File: src/rtl/fifo_wr_arbiter.sv
// fifo_wr_arbiter: round-robin burst arbiter feeding N requesters into one shared FIFO write port
module fifo_wr_arbiter #(
  parameter int DATA_WIDTH = 32,
  parameter int N_REQ      = 4,
  parameter int BURST_LEN  = 4
) (
  input  logic                        clk_i,
  input  logic                        rst_n_i,
  input  logic [N_REQ-1:0]            req_valid_i,
  input  logic [N_REQ*DATA_WIDTH-1:0] req_data_i,
  output logic [N_REQ-1:0]            req_ready_o,
  input  logic                        fifo_full_i,
  output logic                        fifo_write_o,
  output logic [DATA_WIDTH-1:0]       fifo_wr_data_o,
  output logic [N_REQ-1:0]            grant_o,
  output logic                        busy_o
);
  localparam int GW = $clog2(N_REQ);
  localparam int CW = $clog2(BURST_LEN + 1);
  localparam logic [GW-1:0] G_LAST   = GW'(N_REQ - 1);
  localparam logic [CW-1:0] CNT_LAST = CW'(BURST_LEN - 1);
  localparam logic [GW:0]   N_WIDE   = (GW + 1)'(N_REQ);
  localparam logic [N_REQ-1:0] ONE   = N_REQ'(1);

  typedef enum logic {IDLE, BUSY} state_t;

  state_t          r_state;
  logic [GW-1:0]   r_g;
  logic [GW-1:0]   r_rr;
  logic [CW-1:0]   r_cnt;

  logic                  w_busy;
  logic                  w_xfer;
  logic                  w_release;
  logic                  w_any;
  logic [GW-1:0]         w_next;
  logic [GW-1:0]         w_start;
  logic [GW-1:0]         w_off;
  logic [GW:0]           w_sum;
  logic [GW-1:0]         w_pick;
  logic [N_REQ-1:0]      w_rot;
  logic [N_REQ-1:0]      w_onehot;
  logic [DATA_WIDTH-1:0] w_words [N_REQ];

  genvar k;
  generate
    for (k = 0; k < N_REQ; k++) begin : g_words
      assign w_words[k] = req_data_i[k*DATA_WIDTH +: DATA_WIDTH];
    end
  endgenerate

  assign w_busy    = r_state == BUSY;
  assign w_xfer    = w_busy && req_valid_i[r_g] && !fifo_full_i;
  assign w_release = w_busy && (!req_valid_i[r_g] || (w_xfer && r_cnt == CNT_LAST));
  assign w_next    = (r_g == G_LAST) ? '0 : r_g + 1'b1;
  // On release the search starts just past the old grant, so the released requester ends up last in line
  assign w_start   = w_busy ? w_next : r_rr;
  assign w_rot     = N_REQ'({req_valid_i, req_valid_i} >> w_start);
  assign w_sum     = {1'b0, w_start} + {1'b0, w_off};
  assign w_pick    = (w_sum >= N_WIDE) ? GW'(w_sum - N_WIDE) : GW'(w_sum);
  assign w_onehot  = ONE << r_g;

  // first valid requester at or after the search start, as an offset from it
  always_comb begin
    w_any = 1'b0;
    w_off = '0;
    for (int i = N_REQ - 1; i >= 0; i--) begin
      if (w_rot[i]) begin
        w_any = 1'b1;
        w_off = GW'(i);
      end
    end
  end

  // grant FSM: arbitrate from IDLE or on release, otherwise count transfers of the current burst
  always_ff @(posedge clk_i or negedge rst_n_i) begin
    if (!rst_n_i) begin
      r_state <= IDLE;
      r_g     <= '0;
      r_rr    <= '0;
      r_cnt   <= '0;
    end else if (!w_busy || w_release) begin
      if (w_busy) r_rr <= w_next;
      r_state <= w_any ? BUSY : IDLE;
      if (w_any) begin
        r_g   <= w_pick;
        r_cnt <= '0;
      end
    end else if (w_xfer) begin
      r_cnt <= r_cnt + 1'b1;
    end
  end

  assign busy_o         = w_busy;
  assign grant_o        = w_busy ? w_onehot : '0;
  assign fifo_write_o   = w_xfer;
  assign req_ready_o    = w_xfer ? w_onehot : '0;
  assign fifo_wr_data_o = w_busy ? w_words[r_g] : '0;
endmodule

File: config.mk
export PLATFORM = sky130hd
export DESIGN_NAME = fifo_wr_arbiter
export DESIGN_NICKNAME = d
export VERILOG_FILES = /design/src/rtl/fifo_wr_arbiter.sv
export SDC_FILE = /design/constraint.sdc
export NUM_CORES = 1
export LEC_CHECK = 0
export ABC_AREA = 1
export BUFFER_PORTS_ARGS = -buffer_cell sky130_fd_sc_hd__buf_2
export CAP_MARGIN = 10
export CELL_PAD_IN_SITES_DETAIL_PLACEMENT = 1
export CELL_PAD_IN_SITES_GLOBAL_PLACEMENT = 1
export CORE_MARGIN = 2
export CORE_UTILIZATION = 22
export DETAILED_ROUTE_END_ITERATION = 12
export PLACE_DENSITY = 0.85
export SLEW_MARGIN = 0
export SYNTH_ARGS = -nofsm -noshare
export SYNTH_HDL_FRONTEND = slang
export SYNTH_SLANG_ARGS = --single-unit
File: constraint.sdc
create_clock -name clk_i -period 3.4 [get_ports clk_i]
set_input_delay 0.85 -clock clk_i [delete_from_list [all_inputs] [get_ports clk_i]]
set_output_delay 0.85 -clock clk_i [all_outputs]
set_load 0.01 [all_outputs]
* Yosys cells after proc, flatten, opt, wreduce, memory -nomap -nowiden
Index checks and enable logic that the tools add are counted.
W data, S select, Z words.
** Cells by class
- Add/subtract/negate cells :: 4
- $lt $le $gt $ge :: 3
- Equality and inequality tests :: 3
- Shift-type cells :: 2
- Mux-type cells :: 23
- Bitwise gates (word level) :: 1
- Reductions and logical operators :: 12
** Operator list (number)
- $mux W32 :: 3
- $bmux W32 S2 :: 1
- $mux W2 :: 7
- $mux W3 :: 3
- $mux W4 :: 2
- $shr A8 B2 Y4 :: 1
- $ge A3 B3 Y1 const B :: 2
- $mux W1 :: 6
- $logic_and A1 B1 Y1 :: 4
- $reduce_and A2 Y1 :: 2
- $shl A1 B2 Y4 const A :: 1
- $add A2 B2 Y3 :: 1
- $add A3 B1 Y3 const B :: 1
- $eq A3 B2 Y1 const B :: 1
- $logic_not A1 Y1 :: 3
- $lt A2 B3 Y1 const B :: 1
- $not A2 Y3 :: 1
- $add A2 B1 Y2 const B :: 1
- $bmux W1 S2 :: 1
- $eq A2 B2 Y1 const B :: 1
- $logic_or A1 B1 Y1 :: 2
- $ne A2 B2 Y1 const B :: 1
- $reduce_bool A2 Y1 :: 1
- $sub A2 B1 Y2 const B :: 1
** Storage, ports and cells
- Bits in registers :: 8
- Bits of input ports :: 135
- Output and inout port bits :: 42
- Logic and storage cells :: 52

* Longest topological paths before layout
Gate-level depths: netlist of run 1.
- Depth in word-level cells :: 11
- Mapped depth :: 17
- Gate-level depth less buffers :: 15

* Worst setup path before layout of run 1
No wires, ideal clock.
- Path type :: input-to-output
- From :: input req_valid_i[2]
- To :: output req_ready_o[0]
- Arrival :: 1.705 ns
- Required time :: 2.550 ns
- Slack :: 0.845 ns
- Stages on the path :: 8
- Buffers on the path :: 0
- Path through :: inv_1 > a21oi_1 > o21ai_1 > nand2_1 > nand2_1 > nor2_2 > inv_1 > nor2_1
** On the way
- Longest elaborated chain between the ends :: 5
** Ends and longest elaborated chain
- from (decl) :: RTL line 9 : input logic [N_REQ-1:0] req_valid_i,
- $bmux W1 S2 :: RTL line 53 : assign w_xfer = w_busy && req_valid_i[r_g] && !fifo_full_i;
- $mux W1 (implied by the code) :: RTL line 53
- $logic_and A1 B1 Y1 (2 in series) :: RTL line 53
- named net fifo_write_o :: RTL line 13 : output logic fifo_write_o,
- $mux W4 :: RTL line 97 : assign req_ready_o = w_xfer ? w_onehot : '0;
- to (decl) :: RTL line 11 : output logic [N_REQ-1:0] req_ready_o,
The timed path passes the listed nets, and every way through them passes these cells. The select of a mux whose other input is x is not followed.

* Worst setup path after layout of run 1
- From :: input req_valid_i[2]
- To :: output req_ready_o[2]
** On the way
- Longest elaborated chain between the ends :: 5
** Ends and longest elaborated chain (RTL line)
- $bmux W1 S2 :: 53
- $mux W1 (implied by the code) :: 53
- $logic_and A1 B1 Y1 (2 in series) :: 53
- $mux W4 :: 97
Every way passes these cells. The select of a mux whose other input is x is not followed.

==> out/metrics.csv, run 1 <==
stage,metric,value,unit
timing,worst_pin_slew,517.3,ps
global_routing,grt_max_degree,42,
cells_and_area,finalNonFillerCells,641,
critical_path,worstPathRequired,2550,ps
yosys,ys_seq_elements,8,
critical_path,start_kind,primary input,
place,hpwl,7438,µm
cells_and_area,area_delta_synth_final,51.93,%
power_and_ir_drop,swShare,61.42,%
yosys,ys_async_sr_fraction,100.0,%
job,maxCapViolCount,0,
clock_network,post_cts_buffers,0,
clock_network,post_cts_resize_count,0,
yosys,ys.flop_type,dfrtp_1,
timing,period_needed,2849,ps
yosys,synth-edff-count,0,
global_routing,grt-ovfl-total,0,
clock_network,htree_levels,1,
place,io_buffers,176,
yosys,synth_area_per_cell,5.095,µm²
floorplanning,core_area,8299,µm²
clock_network,clkTransAtPathRegs,50,ps
clock_network,clkSinkCount,8,
timing,finalSetupViolCount,0,
yosys,syn-instance-count,375,
floorplanning,die_area,9446,µm²
power_and_ir_drop,p_per_area,1111,nW/µm²
timing,finalSetupTns,0,ps
drt,via_per_inst,4.730,
clock_network,cts_made_buffers,3,
clock_network,ctsLongestPathBuffers,2,
cells_and_area,final_area,2903,µm²
power_and_ir_drop,p_leak,1.607,nW
place,dp.cells,637,
cells_and_area,nets,678,
timing,hold_viol,0,
timing,fin_skew,4.511,ps
drt,vias,3032,
critical_path,end_kind,primary output,
timing,slew_headroom,65.51,%
drt,drc_errors,0,
global_routing,grt_antenna_before_repair,0,
cells_and_area,fill_cells,1179,
place,gp_congestion,0.8342,
critical_path,r2r.worst_path.cells,14,
power_and_ir_drop,internal_power,1.244,mW
clock_network,root_buffer,clkbuf_8,
yosys,synth_top_area_share,25.93,%
floorplanning,start_util,23.02,%
cells_and_area,drive_gt1_share,38.99,%
power_and_ir_drop,peakVddDrop,0.5679,mV
power_and_ir_drop,clkPwrFrac,3.8,%
clock_network,ctsHoldBuffers,0,
drt,drt_wl_total,9353,µm
clock_network,cts_tree,done,
timing,maxSlewViolCount,0,
drt,wl_per_cell,14.59,µm
critical_path,cp_max_fo,4,
drt,ant_nets,0,
global_routing,track_usage,18.59,%
drt,drt_first_pass_iters,4,
power_and_ir_drop,comb_power_share,90.0,%
floorplanning,die_w,97.19,µm
yosys,synthTopCellsByArea,"nor2_1, o21ai_0, dfrtp_1, a21oi_1, nand2_1",
global_routing,grt_pass1_vias,3085,
global_routing,grt_pass1_wl,14760,µm
cells_and_area,antenna_cells,0,
outcome,status,finished clean,
hold_path,hp-class,in -> async,
yosys,synth_common_cells,"nor2_1, o21ai_0, a21oi_1",
clock_network,clock_latency,230,ps
timing,max_clock_freq,351.1,MHz
timing,period_share,83.78,%
critical_path,crit_arrival,2000,ps
floorplanning,die_h,97.19,µm
power_and_ir_drop,switching_power,1.981,mW
critical_path,worstSetupPathType,in -> out,
yosys,synth_nets,516,
power_and_ir_drop,seq_power_share,6.2,%
yosys,syn_area,1911,µm²
yosys,synth_most_common_cell,nor2_1,
drt,drt_iter0_markers,73,
yosys,yosysSeqAreaShare,10.48,%
yosys,synth.distinct_cells,24,
place,placed_area,2858,µm²
floorplanning,ios,177,
yosys,synth_top_cell_by_area,nor2_1,
timing,rsz0062_at_grt,false,
floorplanning,rows,33,
yosys,yosys_warnings,0,
## layout by cell type, fill, tap and decap left out
master,instances
a21oi_1,34
a21oi_4,1
buf_2,176
buf_4,6
clkbuf_1,1
clkbuf_8,3
dfrtp_1,7
dfrtp_2,1
ha_1,6
inv_1,20
inv_2,5
inv_4,2
nand2_1,33
nand2_2,4
nand2_4,4
nand3_1,22
nand3_2,2
nand4_1,2
nor2_1,132
nor2_2,2
nor2_4,1
o21ai_0,67
o21ai_1,3
o21ai_2,1
o21ai_4,1
## per-stage QoR
stage               power, mW  utilization, %  setup WS, ps  hold WS (ps)
global placement        3.002           34.43         624.7         480.0
global route            3.577           34.98         400.2         463.9
CTS                     3.266           34.98         529.9         459.3
detailed placement      3.121           34.43         527.9         482.1
floorplan               2.185               -         844.6         455.0
finish                  3.226           34.98         551.5         454.9
## routing by layer
layer  vias up  track usage (%)  part of all wire, %
met3        10            2.158                  4.0
met5         -                0                    0
met4         0            2.925                  1.3
met2        96            36.49                   53
met1      1388            21.71                   42
li1       1538                -                    -
## kinds of logic after synthesis
| kind of cell | Yosys count | share of synthesized area [%] |
|---|---|---|
| simple gates | 202 | 44.79 |
| compound gates | 107 | 29.40 |
| buf+inv | 52 | 11.39 |
| flops | 8 | 10.48 |
| fa+ha+maj | 6 | 3.929 |
## worst paths after layout
path                                 from             end  slack (ps)
hold reg to reg                  r_cnt[0]        r_cnt[0]         490
setup / recovery           req_valid_i[2]  req_ready_o[2]         550
hold / removal                    rst_n_i         r_rr[0]         450
setup reg to reg                   r_g[0]          r_g[1]        1040
min in group clk_i               r_cnt[0]        r_cnt[0]         490
max in group asynchronous         rst_n_i          r_g[0]        2760
## power by group through the flow
stage | Combinational, mW | Sequential, mW | Clock (mW)
2_1_floorplan | 2.01 | 0.178 | 0
3_3_place_gp | 2.80 | 0.200 | 0
3_5_place_dp | 2.92 | 0.202 | 0
4_1_cts | 2.94 | 0.200 | 0.126
5_1_grt | 3.23 | 0.207 | 0.136
6_report | 2.90 | 0.200 | 0.124
## registers in the layout (all words and copies together) (netlist names)
| signal | cells |
|---|---|
| r_rr | 2 |
| r_g | 2 |
| r_cnt | 3 |
| busy_o | 1 |
## worst max-delay path: stages
cell and delay [ps]:
buf_2 90, inv_1 70, a21oi_1 130, o21ai_1 70, nand2_1 100, nand2_1 120
nor2_2 190, inv_1 110, nor2_1 120, buf_2 140
## final cells by class
| cell class | instances | area [µm²] | share of cell area [%] |
|---|---|---|---|
| multi-input cells | 315 | 1493 | 51.42 |
| repair buffers | 182 | 925.9 | 31.90 |
| flip-flops and latches | 8 | 201.4 | 6.940 |
| well taps | 105 | 131.4 | 4.526 |
| inverters | 27 | 106.4 | 3.664 |
| clock buffers | 4 | 45.04 | 1.552 |
Note: power is estimated with default switching activity, not from simulation.
==> run 2: changes to the inputs <==
--- a/config.mk
+++ b/config.mk
@@ -5,15 +5,15 @@
 export SDC_FILE = /design/constraint.sdc
 export NUM_CORES = 1
 export LEC_CHECK = 0
-export ABC_AREA = 1
+export ABC_AREA = 0
 export BUFFER_PORTS_ARGS = -buffer_cell sky130_fd_sc_hd__buf_2
 export CAP_MARGIN = 10
 export CELL_PAD_IN_SITES_DETAIL_PLACEMENT = 1
 export CELL_PAD_IN_SITES_GLOBAL_PLACEMENT = 1
 export CORE_MARGIN = 2
-export CORE_UTILIZATION = 22
+export CORE_UTILIZATION = 23
 export DETAILED_ROUTE_END_ITERATION = 12
-export PLACE_DENSITY = 0.85
+export PLACE_DENSITY = 0.84
 export SLEW_MARGIN = 0
 export SYNTH_ARGS = -nofsm -noshare
 export SYNTH_HDL_FRONTEND = slang
==> constraint.sdc (replaced) <==
create_clock -name clk_i -period 2.7 [get_ports clk_i]
set_input_delay 0.675 -clock clk_i [delete_from_list [all_inputs] [get_ports clk_i]]
set_output_delay 0.675 -clock clk_i [all_outputs]
set_load 0.01 [all_outputs]
==> out/metrics.csv, run 2 <==
stage,metric,value,unit
timing,finalSetupViolCount,0,
place,gp_congestion,0.7582,
drt,ant_nets,0,
cells_and_area,drive_gt1_share,73.55,%
clock_network,post_cts_buffers,0,
cells_and_area,nets,452,
cells_and_area,final_area,2613,µm²
critical_path,cp_max_fo,12,
cells_and_area,top_regs,"r_cnt (3), r_g (2), r_rr (2)",
critical_path,worstSetupPathType,reg -> out,
global_routing,grt_max_degree,25,
drt,via_per_inst,4.803,
outcome,status,finished clean,
drt,drc_errors,0,
clock_network,root_buffer,clkbuf_8,
timing,fin_skew,5.216,ps
power_and_ir_drop,p_leak,1.345,nW
yosys,syn_area,1584,µm²
global_routing,grt-ovfl-total,0,
clock_network,post_cts_resize_count,0,
job,maxCapViolCount,0,
yosys,synth_common_cells,"and2_1, mux4_2, dfrtp_1",
cells_and_area,antenna_cells,0,
critical_path,r2r-start,r_g[0],
timing,max_clock_freq,407.3,MHz
global_routing,grt_antenna_before_repair,0,
yosys,synth-edff-count,0,
yosys,yosysSeqAreaShare,12.64,%
yosys,ys_async_sr_fraction,100.0,%
drt,wl_met3,519,µm
clock_network,cts_made_buffers,3,
global_routing,grt_pass1_wl,9653,µm
critical_path,worstPathRequired,2030,ps
clock_network,clock_latency,230,ps
hold_path,hp-class,in -> async,
critical_path,start_kind,flip-flop,
drt,drt_iter0_markers,28,
floorplanning,start_util,23.58,%
cells_and_area,area_delta_synth_final,64.93,%
yosys,synth_top_cell_by_area,mux4_2,
global_routing,track_usage,16.32,%
power_and_ir_drop,p_per_area,878.0,nW/µm²
yosys,synth_nets,277,
critical_path,end_kind,primary output,
yosys,yosys_warnings,0,
critical_path,crit_start,r_g[0],
yosys,syn-instance-count,136,
drt,m1WireLength,2114,µm
clock_network,htree_levels,1,
drt,wl_per_cell,16.62,µm
timing,maxSlewViolCount,0,
timing,period_needed,2455,ps
yosys,synth_area_per_cell,11.65,µm²
yosys,ys_seq_elements,8,
clock_network,clkSinkCount,8,
yosys,synth.distinct_cells,28,
power_and_ir_drop,peakVddDrop,0.4376,mV
floorplanning,ios,177,
drt,top_layer_used,met4,
drt,drt_wl_total,6481,µm
global_routing,grt_pass1_vias,2046,
floorplanning,core_area,6719,µm²
yosys,synth_most_common_cell,and2_1,
clock_network,ctsHoldBuffers,0,
yosys,synth_top_area_share,46.92,%
timing,rsz0062_at_grt,false,
floorplanning,die_area,7567,µm²
cells_and_area,final_cell_mix,"buf_2, and2_1, mux4_2",
floorplanning,rows,30,
cells_and_area,largest-register,r_cnt,
cells_and_area,largest_reg_flops,3,
clock_network,clkTransAtPathRegs,40,ps
clock_network,cts_tree,done,
drt,drt_first_pass_iters,4,
timing,worst_pin_slew,491.2,ps
timing,period_share,90.92,%
yosys,ys.flop_type,dfrtp_1,
timing,hold_viol,0,
place,hpwl,5721,µm
cells_and_area,final_common_cell,buf_2,
timing,slew_headroom,66.31,%
critical_path,crit_arrival,1780,ps
floorplanning,die_h,86.99,µm
timing,finalSetupTns,0,ps
place,io_buffers,176,
floorplanning,die_w,86.99,µm
drt,wl_met2,3776,µm
place,placed_area,2567,µm²
yosys,synthTopCellsByArea,"mux4_2, and2_1, dfrtp_1, ha_1, and3_1",
drt,vias,1873,
clock_network,ctsLongestPathBuffers,2,
==> run 2: cell types whose count changed in the layout (fill, tap and decap cells not counted), sizes merged, moves of 3 or more <==
cell / previous run / this run
a21oi: 35 / 3
and2: 0 / 38
and3: 0 / 5
inv: 27 / 6
mux2: 0 / 3
mux4: 0 / 33
nand2: 41 / 4
nand2b: 0 / 3
nand3: 24 / 1
nor2: 135 / 4
o21ai: 72 / 0
==> run 2: kinds of logic (layout without fill, tap and decap cells) <==
logic type	count (synthesis)	in the layout	synth area share, %
flip-flops	8	8	12.64
adder cells (fa/ha/maj)	7	7	5.450
multiplexers	37	37	49.92
buffers and inverters	18	192	4.976
AO/OA/AOI/OAI	10	10	4.660
AND/OR/NAND/NOR	56	56	22.35
==> run 2: cell type report <==
class	count	area [µm²]
fillers	853	4106
multi-input cells	110	1305
repair buffers	182	938.4
flip-flops and latches	8	201.4
well taps	80	100.1
clock buffers	4	45.04
inverters	6	22.52
==> run 2: power by group <==
part / internal [mW] / switching, mW / total [mW]
sequential: 0.171 / 0.0391 / 0.210
clock: 0.102 / 0.0456 / 0.148
combinational: 1.06 / 0.878 / 1.94
total: 1.33 / 0.963 / 2.29
==> run 2: path summary, 6_finish.rpt <==
| path | endpoint | slack (ps) | cells past startpoint |
|---|---|---|---|
| max | fifo_wr_data_o[14] | 250 | 4 |
| min | busy_o | 280 | 1 |
| max reg2reg | r_g[0] | 520 | 7 |
| min reg2reg | r_cnt[2] | 480 | 1 |
| max in group asynchronous | r_g[0] | 2240 | 1 |
| min in group clk_i | r_cnt[2] | 480 | 1 |
==> run 2: layer usage <==
| metal | track usage, % | vias up |
|---|---|---|
| met4 | 4.119 | 0 |
| met3 | 2.844 | 6 |
| met1 | 16.13 | 901 |
| li1 | - | 871 |
| met5 | 0 | - |
| met2 | 34.00 | 95 |
==> run 2: metrics by stage <==
step / hold WS, ps / instances / util (%) / setup slack [ps] / power [mW]
CTS: 279.8 / 390 / 38.88 / 197.6 / 2.350
floorplan: 379.4 / 136 / - / 356.8 / 1.540
global placement: 470.8 / 386 / 38.21 / 279.7 / 2.117
finish: 280.8 / 390 / 38.88 / 245.1 / 2.294
detailed placement: 473.6 / 386 / 38.21 / 264.7 / 2.190
global route: 295.8 / 390 / 38.88 / 129.4 / 2.495
==> run 2: worst max-delay path, cell delays in order, from the launching register on <==
cell and delay, ps:
dfrtp_2 420, buf_4 280, mux4_2 530, and2_1 180, buf_2 140
